$ cat src/rtl/lock_pkg.sv
// -----------------------------------------------------------------------------
// lock_pkg
// Shared types and constants for the canal lock: the chamber level type,
// the level thresholds agreed with the lock controller, and the
// water-level responder state encoding.
// -----------------------------------------------------------------------------
package lock_pkg;

   // Level in tenths of a foot.
   typedef logic [5:0] level_t;

   localparam int unsigned LOCK_MAX_LEVEL   = 50;
   localparam int unsigned LOCK_HIGH_THRESH = 48;
   localparam int unsigned LOCK_LOW_THRESH  = 2;
   localparam int unsigned LOCK_LEVEL_INIT  = 0;

   typedef enum logic [1:0] {
      IDLE,
      FILLING,
      DRAINING
   } wl_state_t;

   // Clamp a configuration value into the representable level range.
   function automatic level_t clamp_level(input int unsigned value, input int unsigned ceiling);
      int unsigned w_lim;
      w_lim = (ceiling > 63) ? 63 : ceiling;
      return level_t'((value > w_lim) ? w_lim : value);
   endfunction

endpackage

$ cat src/rtl/lock_water_level_if.sv
// -----------------------------------------------------------------------------
// lock_water_level_if
// Command/status bundle between the lock controller (master) and the
// water-level responder (slave).
//   fill_req, drain_req       : commands from the controller
//   gate_l_open, gate_r_open  : gate unlocked indications
//   level                     : current level, tenths of a foot
//   at_high, at_low           : threshold flags
//   busy, done, err           : command status
// -----------------------------------------------------------------------------
interface lock_water_level_if;
   import lock_pkg::*;

   logic   fill_req;
   logic   drain_req;
   logic   gate_l_open;
   logic   gate_r_open;
   level_t level;
   logic   at_high;
   logic   at_low;
   logic   busy;
   logic   done;
   logic   err;

   modport master (
      output fill_req, drain_req, gate_l_open, gate_r_open,
      input  level, at_high, at_low, busy, done, err
   );

   modport slave (
      input  fill_req, drain_req, gate_l_open, gate_r_open,
      output level, at_high, at_low, busy, done, err
   );

endinterface

$ cat src/rtl/step_prescaler.sv
// -----------------------------------------------------------------------------
// step_prescaler
// Counts enabled cycles 0..TICKS_PER_STEP-1 and issues a one-cycle tick on
// the terminal count, wrapping back to 0.
//   clk, rst_n : clock, asynchronous active-low reset
//   i_clr      : synchronous clear (wins over enable)
//   i_en       : count enable
//   o_tick     : high during the enabled cycle at terminal count
// -----------------------------------------------------------------------------
module step_prescaler #(
   parameter int unsigned TICKS_PER_STEP = 25_000_000
) (
   input  logic clk,
   input  logic rst_n,
   input  logic i_clr,
   input  logic i_en,
   output logic o_tick
);

   localparam int unsigned CntW = (TICKS_PER_STEP > 1) ? $clog2(TICKS_PER_STEP) : 1;
   localparam logic [CntW-1:0] Term = CntW'((TICKS_PER_STEP > 0) ? TICKS_PER_STEP - 1 : 0);

   logic [CntW-1:0] r_cnt;
   logic [CntW-1:0] w_cnt_d;
   logic            w_term;

   assign w_term = (r_cnt == Term);
   assign o_tick = i_en & ~i_clr & w_term;

   always_comb begin
      w_cnt_d = r_cnt;
      if (i_clr) begin
         w_cnt_d = '0;
      end else if (i_en) begin
         w_cnt_d = w_term ? '0 : r_cnt + 1'b1;
      end
   end

   always_ff @(posedge clk or negedge rst_n) begin
      if (!rst_n) begin
         r_cnt <= '0;
      end else begin
         r_cnt <= w_cnt_d;
      end
   end

endmodule

$ cat src/rtl/lock_water_level.sv
// -----------------------------------------------------------------------------
// lock_water_level
// Water-level responder for the canal lock. Accepts fill/drain commands in
// IDLE, steps the chamber level by one tenth of a foot every TICKS_PER_STEP
// cycles until the target threshold, and reports done/err pulses.
//   clk, rst_n : clock, asynchronous active-low reset
//   bus        : lock_water_level_if.slave (commands in, level/status out)
// at_high/at_low are combinational from the level register; all other
// outputs are registered.
// -----------------------------------------------------------------------------
module lock_water_level
   import lock_pkg::*;
#(
   parameter int unsigned TICKS_PER_STEP = 25_000_000,
   parameter int unsigned MAX_LEVEL      = LOCK_MAX_LEVEL,
   parameter int unsigned HIGH_THRESH    = LOCK_HIGH_THRESH,
   parameter int unsigned LOW_THRESH     = LOCK_LOW_THRESH,
   parameter int unsigned LEVEL_INIT     = LOCK_LEVEL_INIT
) (
   input  logic                clk,
   input  logic                rst_n,
   lock_water_level_if.slave   bus
);

   // Everything is clamped to MAX_LEVEL so a misconfigured threshold can
   // never push the level out of range; a fill then completes at MAX_LEVEL.
   localparam level_t MaxLvl  = clamp_level(MAX_LEVEL, 63);
   localparam level_t HighLvl = clamp_level(HIGH_THRESH, MAX_LEVEL);
   localparam level_t LowLvl  = clamp_level(LOW_THRESH, MAX_LEVEL);
   localparam level_t InitLvl = clamp_level(LEVEL_INIT, MAX_LEVEL);

   wl_state_t r_state, w_state_d;
   level_t    r_level, w_level_d;
   logic      r_busy, r_done, r_err;
   logic      w_done_d, w_err_d;
   logic      w_pre_clr, w_pre_en, w_tick;
   logic      w_gate, w_req;
   level_t    w_lvl_inc, w_lvl_dec;

   assign w_gate    = bus.gate_l_open | bus.gate_r_open;
   assign w_req     = bus.fill_req | bus.drain_req;
   assign w_lvl_inc = (r_level >= MaxLvl) ? MaxLvl : r_level + 6'd1;
   assign w_lvl_dec = (r_level == '0) ? '0 : r_level - 6'd1;

   step_prescaler #(
      .TICKS_PER_STEP (TICKS_PER_STEP)
   ) u_prescaler (
      .clk    (clk),
      .rst_n  (rst_n),
      .i_clr  (w_pre_clr),
      .i_en   (w_pre_en),
      .o_tick (w_tick)
   );

   always_comb begin
      w_state_d = r_state;
      w_level_d = r_level;
      w_done_d  = 1'b0;
      w_err_d   = 1'b0;
      w_pre_clr = 1'b1;
      w_pre_en  = 1'b0;

      unique case (r_state)
         IDLE: begin
            if (w_req) begin
               if (w_gate || (bus.fill_req && bus.drain_req)) begin
                  w_err_d = 1'b1;
               end else if (bus.fill_req && (r_level >= HighLvl)) begin
                  w_done_d = 1'b1;
               end else if (bus.drain_req && (r_level <= LowLvl)) begin
                  w_done_d = 1'b1;
               end else if (bus.fill_req) begin
                  w_state_d = FILLING;
               end else begin
                  w_state_d = DRAINING;
               end
            end
         end

         FILLING: begin
            if (w_gate) begin
               // Abort: level holds, prescaler stays cleared.
               w_state_d = IDLE;
               w_err_d   = 1'b1;
            end else begin
               w_pre_clr = 1'b0;
               w_pre_en  = 1'b1;
               if (w_tick) begin
                  w_level_d = w_lvl_inc;
                  if ((w_lvl_inc >= HighLvl) || (w_lvl_inc == MaxLvl)) begin
                     w_state_d = IDLE;
                     w_done_d  = 1'b1;
                  end
               end
            end
         end

         DRAINING: begin
            if (w_gate) begin
               w_state_d = IDLE;
               w_err_d   = 1'b1;
            end else begin
               w_pre_clr = 1'b0;
               w_pre_en  = 1'b1;
               if (w_tick) begin
                  w_level_d = w_lvl_dec;
                  if ((w_lvl_dec <= LowLvl) || (w_lvl_dec == '0)) begin
                     w_state_d = IDLE;
                     w_done_d  = 1'b1;
                  end
               end
            end
         end

         default: begin
            w_state_d = IDLE;
         end
      endcase
   end

   always_ff @(posedge clk or negedge rst_n) begin
      if (!rst_n) begin
         r_state <= IDLE;
         r_level <= InitLvl;
         r_busy  <= 1'b0;
         r_done  <= 1'b0;
         r_err   <= 1'b0;
      end else begin
         r_state <= w_state_d;
         r_level <= w_level_d;
         r_busy  <= (w_state_d != IDLE);
         r_done  <= w_done_d;
         r_err   <= w_err_d;
      end
   end

   assign bus.level   = r_level;
   assign bus.busy    = r_busy;
   assign bus.done    = r_done;
   assign bus.err     = r_err;
   assign bus.at_high = (r_level >= HighLvl);
   assign bus.at_low  = (r_level <= LowLvl);

endmodule

$ cat src/flat_wrapper.sv
// flat-port wrapper written by rule: the top's interface ports become plain ports
module lock_water_level_flat import lock_pkg::*;
#(
   parameter int unsigned TICKS_PER_STEP = 25_000_000,
   parameter int unsigned MAX_LEVEL      = LOCK_MAX_LEVEL,
   parameter int unsigned HIGH_THRESH    = LOCK_HIGH_THRESH,
   parameter int unsigned LOW_THRESH     = LOCK_LOW_THRESH,
   parameter int unsigned LEVEL_INIT     = LOCK_LEVEL_INIT
)
  (clk, rst_n, bus_fill_req, bus_drain_req, bus_gate_l_open, bus_gate_r_open, bus_level, bus_at_high, bus_at_low, bus_busy, bus_done, bus_err);
  lock_water_level_if bus_i ();
  input  logic clk;
  input  logic rst_n;
  input wire logic [$bits(bus_i.fill_req)-1:0] bus_fill_req;
  input wire logic [$bits(bus_i.drain_req)-1:0] bus_drain_req;
  input wire logic [$bits(bus_i.gate_l_open)-1:0] bus_gate_l_open;
  input wire logic [$bits(bus_i.gate_r_open)-1:0] bus_gate_r_open;
  output wire logic [$bits(bus_i.level)-1:0] bus_level;
  output wire logic [$bits(bus_i.at_high)-1:0] bus_at_high;
  output wire logic [$bits(bus_i.at_low)-1:0] bus_at_low;
  output wire logic [$bits(bus_i.busy)-1:0] bus_busy;
  output wire logic [$bits(bus_i.done)-1:0] bus_done;
  output wire logic [$bits(bus_i.err)-1:0] bus_err;
  assign bus_i.fill_req = bus_fill_req;
  assign bus_i.drain_req = bus_drain_req;
  assign bus_i.gate_l_open = bus_gate_l_open;
  assign bus_i.gate_r_open = bus_gate_r_open;
  assign bus_level = bus_i.level;
  assign bus_at_high = bus_i.at_high;
  assign bus_at_low = bus_i.at_low;
  assign bus_busy = bus_i.busy;
  assign bus_done = bus_i.done;
  assign bus_err = bus_i.err;
  lock_water_level #(.TICKS_PER_STEP(TICKS_PER_STEP), .MAX_LEVEL(MAX_LEVEL), .HIGH_THRESH(HIGH_THRESH), .LOW_THRESH(LOW_THRESH), .LEVEL_INIT(LEVEL_INIT)) u_core (.clk(clk), .rst_n(rst_n), .bus(bus_i));
endmodule
$ cat config.mk
export PLATFORM = sky130hd
export DESIGN_NAME = lock_water_level_flat
export DESIGN_NICKNAME = d
export VERILOG_FILES = /design/src/rtl/lock_pkg.sv /design/src/rtl/lock_water_level_if.sv /design/src/rtl/step_prescaler.sv /design/src/rtl/lock_water_level.sv /design/src/flat_wrapper.sv
export SDC_FILE = /design/constraint.sdc
export NUM_CORES = 1
export LEC_CHECK = 0
export CORE_MARGIN = 5
export CORE_UTILIZATION = 30
export CTS_CLUSTER_DIAMETER = 60
export DETAILED_ROUTE_END_ITERATION = 12
export GPL_TIMING_DRIVEN = 0
export PLACE_DENSITY_LB_ADDON = 0.1
export SLEW_MARGIN = 30
export SYNTH_ARGS = -nofsm -noshare
export SYNTH_HDL_FRONTEND = slang
export SYNTH_SLANG_ARGS = --single-unit
$ cat constraint.sdc
create_clock -name clk -period 2.1 [get_ports clk]
set_input_delay 0.42 -clock clk [delete_from_list [all_inputs] [get_ports clk]]
set_output_delay 0.42 -clock clk [all_outputs]
set_load 0.05 [all_outputs]
[Word level (Yosys, flattened, before mapping)]
Cells that the tools add are included.
Word-level totals
  bits in registers: 36
  input bits: 6
  output and inout bits: 11
  word-level logic and storage cells: 81
Operators by class
  $add $sub $neg: 3
  magnitude comparators: 5
  eq/ne operators: 8
  multiplexer cells: 40
  bitwise operators: 5
  reductions and logical operators: 14
Operators by type and width (count)
  25-bit two-way mux: 3
  6-bit two-way mux: 6
  25-bit by 1-bit adder with 25-bit output, second input constant: 1
  25-bit equality test, second input constant: 1
  2-bit two-way mux: 11
  6-bit greater-or-equal comparator, second input constant: 3
  1-bit two-way mux: 16
  6-bit by 2-bit <= comparator with 1-bit output, second input constant: 2
  6-bit logical NOT: 2
  6-bit one-hot mux with 2 select lines: 1
  2-bit inequality test, second input constant: 4
  6-bit by 1-bit adder with 6-bit output, second input constant: 1
  6-bit equality test, second input constant: 1
  2-bit one-hot mux with 3 select lines: 1
  2-bit nonzero test: 3
  6-bit by 1-bit subtractor with 6-bit output, second input constant: 1
  5-bit AND reduction: 1
  1-bit logical AND: 3
  1-bit logical OR: 3
  1-bit one-hot mux with 3 select lines: 1
  1-bit AND: 2
  2-bit by 1-bit equality test with 1-bit output, second input constant: 1
  2-bit equality test, second input constant: 1
  2-bit logical NOT: 1
  other kinds (4): 5

[Logic depth before layout (Yosys ltp)]
  word-level depth: 10
  mapped depth: 8

[By module]
From an unflattened synthesis, not the netlist that was laid out.
Second synthesis, totals
  cell total of the unflattened synthesis: 291
  area total of the unflattened synthesis: 2442.3 um2
Modules (own cells, without submodules)
  step_prescaler: times used 1, cells an instance 167, area an instance 1453.9 um2, seq. area each 625.6 um2
  lock_water_level: times used 1, cells an instance 124, area an instance 988.4 um2, seq. area each 275.3 um2

[Least setup slack after synthesis]
No wires, ideal clock.
  kind: reg2reg
  start: reg u_core.r_level[0] (netlist: u_core.bus.level[0])
  end: reg u_core.r_done (netlist: u_core.bus.done)
  library setup time: 0.078 ns
  arrival: 2.254 ns
  required time: 2.022 ns
  setup slack: -0.231 ns
  cell stages (with the launch flop): 9
  cell sequence: dfrtp_1 > clkbuf_1 > inv_1 > ha_1 > nor2_1 > or4_1 > a211oi_1 > o2111ai_1 > a21oi_1
Between the ends
  word-level cells in the longest chain between the ends: 8
RTL lines
  start, declared: line lock_water_level.sv:33  | level_t r_level, w_level_d;
  start signal, assigned: line lock_water_level.sv:124  | r_level <= InitLvl;
  start signal, assigned: line lock_water_level.sv:130  | r_level <= w_level_d;
  6-bit by 1-bit subtractor with 6-bit output (tied with other cells): line lock_water_level.sv:43  | assign w_lvl_dec = (r_level == '0) ? '0 : r_level - 6'd1;
  6-bit two-way mux (on tied branches): line lock_water_level.sv:43, lock_water_level.sv:42
  6-bit by 2-bit <= comparator with 1-bit output (tied with other cells): line lock_water_level.sv:107  | if ((w_lvl_dec <= LowLvl) || (w_lvl_dec == '0)) begin
  1-bit logical OR (on tied branches): line lock_water_level.sv:107, lock_water_level.sv:90
  1-bit two-way mux (on tied branches): line lock_water_level.sv:107, lock_water_level.sv:90
  1-bit two-way mux (on tied branches): line lock_water_level.sv:105, lock_water_level.sv:88
  1-bit two-way mux (on tied branches): line lock_water_level.sv:99, lock_water_level.sv:81
  1-bit one-hot mux with 3 select lines *: line lock_water_level.sv:63  | unique case (r_state)
  named net u_core.w_done_d: line lock_water_level.sv:35  | logic w_done_d, w_err_d;
  end signal, assigned: line lock_water_level.sv:132  | r_done <= w_done_d;
  end, declared: line lock_water_level.sv:34  | logic r_busy, r_done, r_err;
Mark *: on every way through the listed nets, which the timed path passes. The rest lies on a longest branch.
A chain may end at the register's enable or synchronous reset.

[Worst setup path in the final report]
  start: reg u_core.u_prescaler.r_cnt[10]
  end: reg u_core.r_level[3] (netlist: u_core.bus.level[3])
Between the ends
  word-level cells in the longest chain between the ends: 4
RTL lines
  start, declared: line step_prescaler.sv:23  | logic [CntW-1:0] r_cnt;
  start signal, assigned: line step_prescaler.sv:43  | r_cnt <= w_cnt_d;
  25-bit equality test *: line step_prescaler.sv:27  | assign w_term = (r_cnt == Term);
  1-bit AND *: line step_prescaler.sv:28  | assign o_tick = i_en & ~i_clr & w_term;
  2-bit inequality test (no line)
  5-bit AND reduction (no line) *
Mark *: on every way between the ends. The rest lies on a longest branch, timed or not.

==> metrics.txt <==
status=completed; #FFs+latches synth=36; CP required=2.26 ns; Fin Hold WS=0.120 ns; Critical Path Slowest Stage Cell=or4_4; IO Port Bufs=16; critical path class=flop to flop; skew final=0.00812 ns; Tmin final=2.10 ns; Syn Std Cell Area=0.00221 mm2; DIE AREA=0.00919 mm2; max cap viols=0; TritonRoute pass-1 iters=6; Starting Density=30.6%; WL met3=246 um; cell count after synthesis=260; # DRC=0; Mapped Nets=274; gp weighted congestion=0.830; clk_lat worst skew=0.28 ns; fmax=477 MHz; CP Max Fanout=10; EDFF count, synth=0; total gr overflow=0; hold_buf cts=0; Area Overhead vs Synth=26.0%; via/cell ratio=4.91; Avg Inst Size Synth=8.50 um2; RSZ-0062 raised after global routing=yes; Die X=95.8 um; endpoint type of the worst setup path=flop; total track usage=12.6%; Crit Reg-Reg Startpoint=u_core.u_prescaler.r_cnt[10]; worst vdd ir=0.219 mV; root buf cell=clkbuf_8; RR Endpoint=u_core.bus.level[3]; Slew @ Worst Pin=0.562 ns; Arrival @ worst endpoint=2.26 ns; vias in the first global route=1802; final setup fails=0; area leader, netlist=dfrtp_1; Final period util=99.8%; Max-slew headroom=62.5%; routed len/inst=13.8 um; Slew Viols, Final=0; Ports=17; initial antenna violation count=0; highest routed layer=met4; Pleak=0.00104 uW; # fillers=753; final net count=303; drt total wl=5370 um; final antenna diode count=0; Cell variety after synth=43; crit-path max cell delay=0.59 ns; share of the synthesized area in the top cell type=40.7%; Synth warnings=0; Cell Rows=31; top_reg_cell synth=dfrtp_1; DP HPWL=3860 um; total CTS buffers=5; Die Y=95.8 um; PD cells=678 mW/mm2; Clock Tree Buf Depth=2; Reg2Reg Setup Slack=0.005 ns; DP Worst Slack=-0.392 ns; largest net degree at the start of global routing=22; Iter 0 DRT Violations=59; Worst setup SP type=flop; Worst Reg-to-Reg Cells=6; clock sinks=36; # H-tree levels=2; CORE AREA=0.00721 mm2; Hold WC Path Type=input pin to asynchronous set/reset pin; routed wl met2=2390 um; fin worst setup slack=0.00497 ns; Detail Route Antenna Nets=0; Hold Fails Final Rpt=0; register area share after synthesis=40.7%; Vias=1904; Critical Path, Cell by Cell=nor4b_4 > nand4_1 > or4_4 > buf_8 > o31ai_4 > o31ai_2; synth top area cells=dfrtp_1 (41%), xnor2_1 (7.5%), nor2_1 (7.3%); share of cells above drive strength 1=15.9%; CTS tree=done; Metal-1 WL=2710 um; fraction of registers with async set/reset=100%; CTS clk-pin slew, worst paths=0.07 ns; global-route wire length before repair=8940 um
[worst max path at each step]
stage | startpoint | endpoint | slack, ns
after floorplan | u_core.bus.level[0] | u_core.bus.done | 0.001
after global placement | rst_n | u_core.bus.level[0] | -0.56
after detailed placement | bus_gate_r_open | u_core.bus.level[3] | -0.39
after CTS | u_core.u_prescaler.r_cnt[9] | u_core.bus.level[3] | 0.01
after global routing | u_core.u_prescaler.r_cnt[10] | u_core.bus.level[3] | -0.14
final | u_core.u_prescaler.r_cnt[10] | u_core.bus.level[3] | 0.005
[worst max-delay path, delay by kind of cell (launching register included)]
| kind | cells | cell delay [ns] |
|---|---|---|
| and+or+nand+nor | 3 | 1.03 |
| AOI/OAI and AO/OA | 2 | 0.35 |
| buffers and inverters | 1 | 0.16 |
| DFF | 1 | 0.43 |
[timing repair]
action / CTS / global route
pin swaps: 4 / 6
endpoints found under the setup margin: 27 / 32
setup buffers: 4 / 2
resized for setup: 24 / 15
[state kept, by name, summed over array words and instances, names as in the netlist]
name,count
u_core.r_state,2
u_core.bus.done,1
u_core.bus.level,6
u_core.bus.err,1
u_core.u_prescaler.r_cnt,25
u_core.bus.busy,1
[routing by layer]
layer | vias to the layer above | global-route usage, %
li1 | 966 | -
met3 | 2 | 3.13
met5 | - | 0
met2 | 40 | 19.2
met1 | 896 | 17.7
met4 | 0 | 3.20
[Yosys cell counts (2+ instances only)]
master,instances
o21ai_0,11
dfrtp_1,36
o21a_1,3
xor2_1,4
inv_1,14
clkbuf_1,10
nor2b_1,2
o211ai_1,3
nor4_1,5
nand4_1,7
a211oi_1,3
a32oi_1,2
a21oi_1,6
nand3_1,9
nor3_1,14
ha_1,8
nand2_1,23
or4_1,3
nor2_1,43
o31ai_1,3
nand4b_1,2
nand2b_1,4
and4_1,2
or3_1,2
and3_1,5
xnor2_1,19
[layout by cell type, fill, tap and decap left out, types with 5 or more instances in the layout]
master	n
a21oi_1	5
and3_1	5
buf_4	6
clkbuf_8	9
clkdlybuf4s50_1	12
dfrtp_1	32
ha_1	7
inv_1	14
nand2_1	23
nand3_1	9
nand4_1	7
nor2_1	41
nor3_1	14
o21ai_0	11
xnor2_1	19
[where the power goes]
| part | total [uW] | switching, uW | internal, uW |
|---|---|---|---|
| Clock | 534 | 241 | 292 |
| Combinational | 590 | 379 | 211 |
| Sequential | 765 | 29.2 | 736 |
| Total | 1890 | 649 | 1240 |
[per-stage QoR]
| stage | power (uW) | setup TNS [ns] | cells | area (um2) | util (%) |
|---|---|---|---|---|---|
| after floorplan | 1180 | 0 | 260 | 2240 | - |
| after global placement | 1330 | -21.32 | 375 | 2520 | 35.0 |
| after detailed placement | 1340 | -7.00 | 376 | 2550 | 35.3 |
| after CTS | 1890 | 0 | 387 | 2710 | 37.5 |
| after global routing | 2020 | -0.331 | 388 | 2790 | 38.6 |
| final | 1890 | 0 | 388 | 2790 | 38.6 |
[cells by family (layout without fill, tap and decap cells)]
group                      after synthesis  count (layout)  share of synthesized area (%)
buffers and inverters                   25              54                           4.30
adders and majority gates                9               9                           4.98
xor gates and xnor gates                23              23                           9.11
AOI/OAI and AO/OA                       39              39                           11.8
and+or+nand+nor                        128             128                           29.1
DFF                                     36              36                           40.7
[area by class of cell]
cell class	instances	area, um2	share of cell area (%)
plain buffers	10	81.3	2.92
flip-flops and latches	36	906	32.5
clock buffers	7	96.3	3.46
repair buffers	23	229	8.22
well taps	99	124	4.45
multi-input cells	199	1300	46.6
inverters	14	52.6	1.89
No activity file was read; power rests on OpenSTA's default activity.
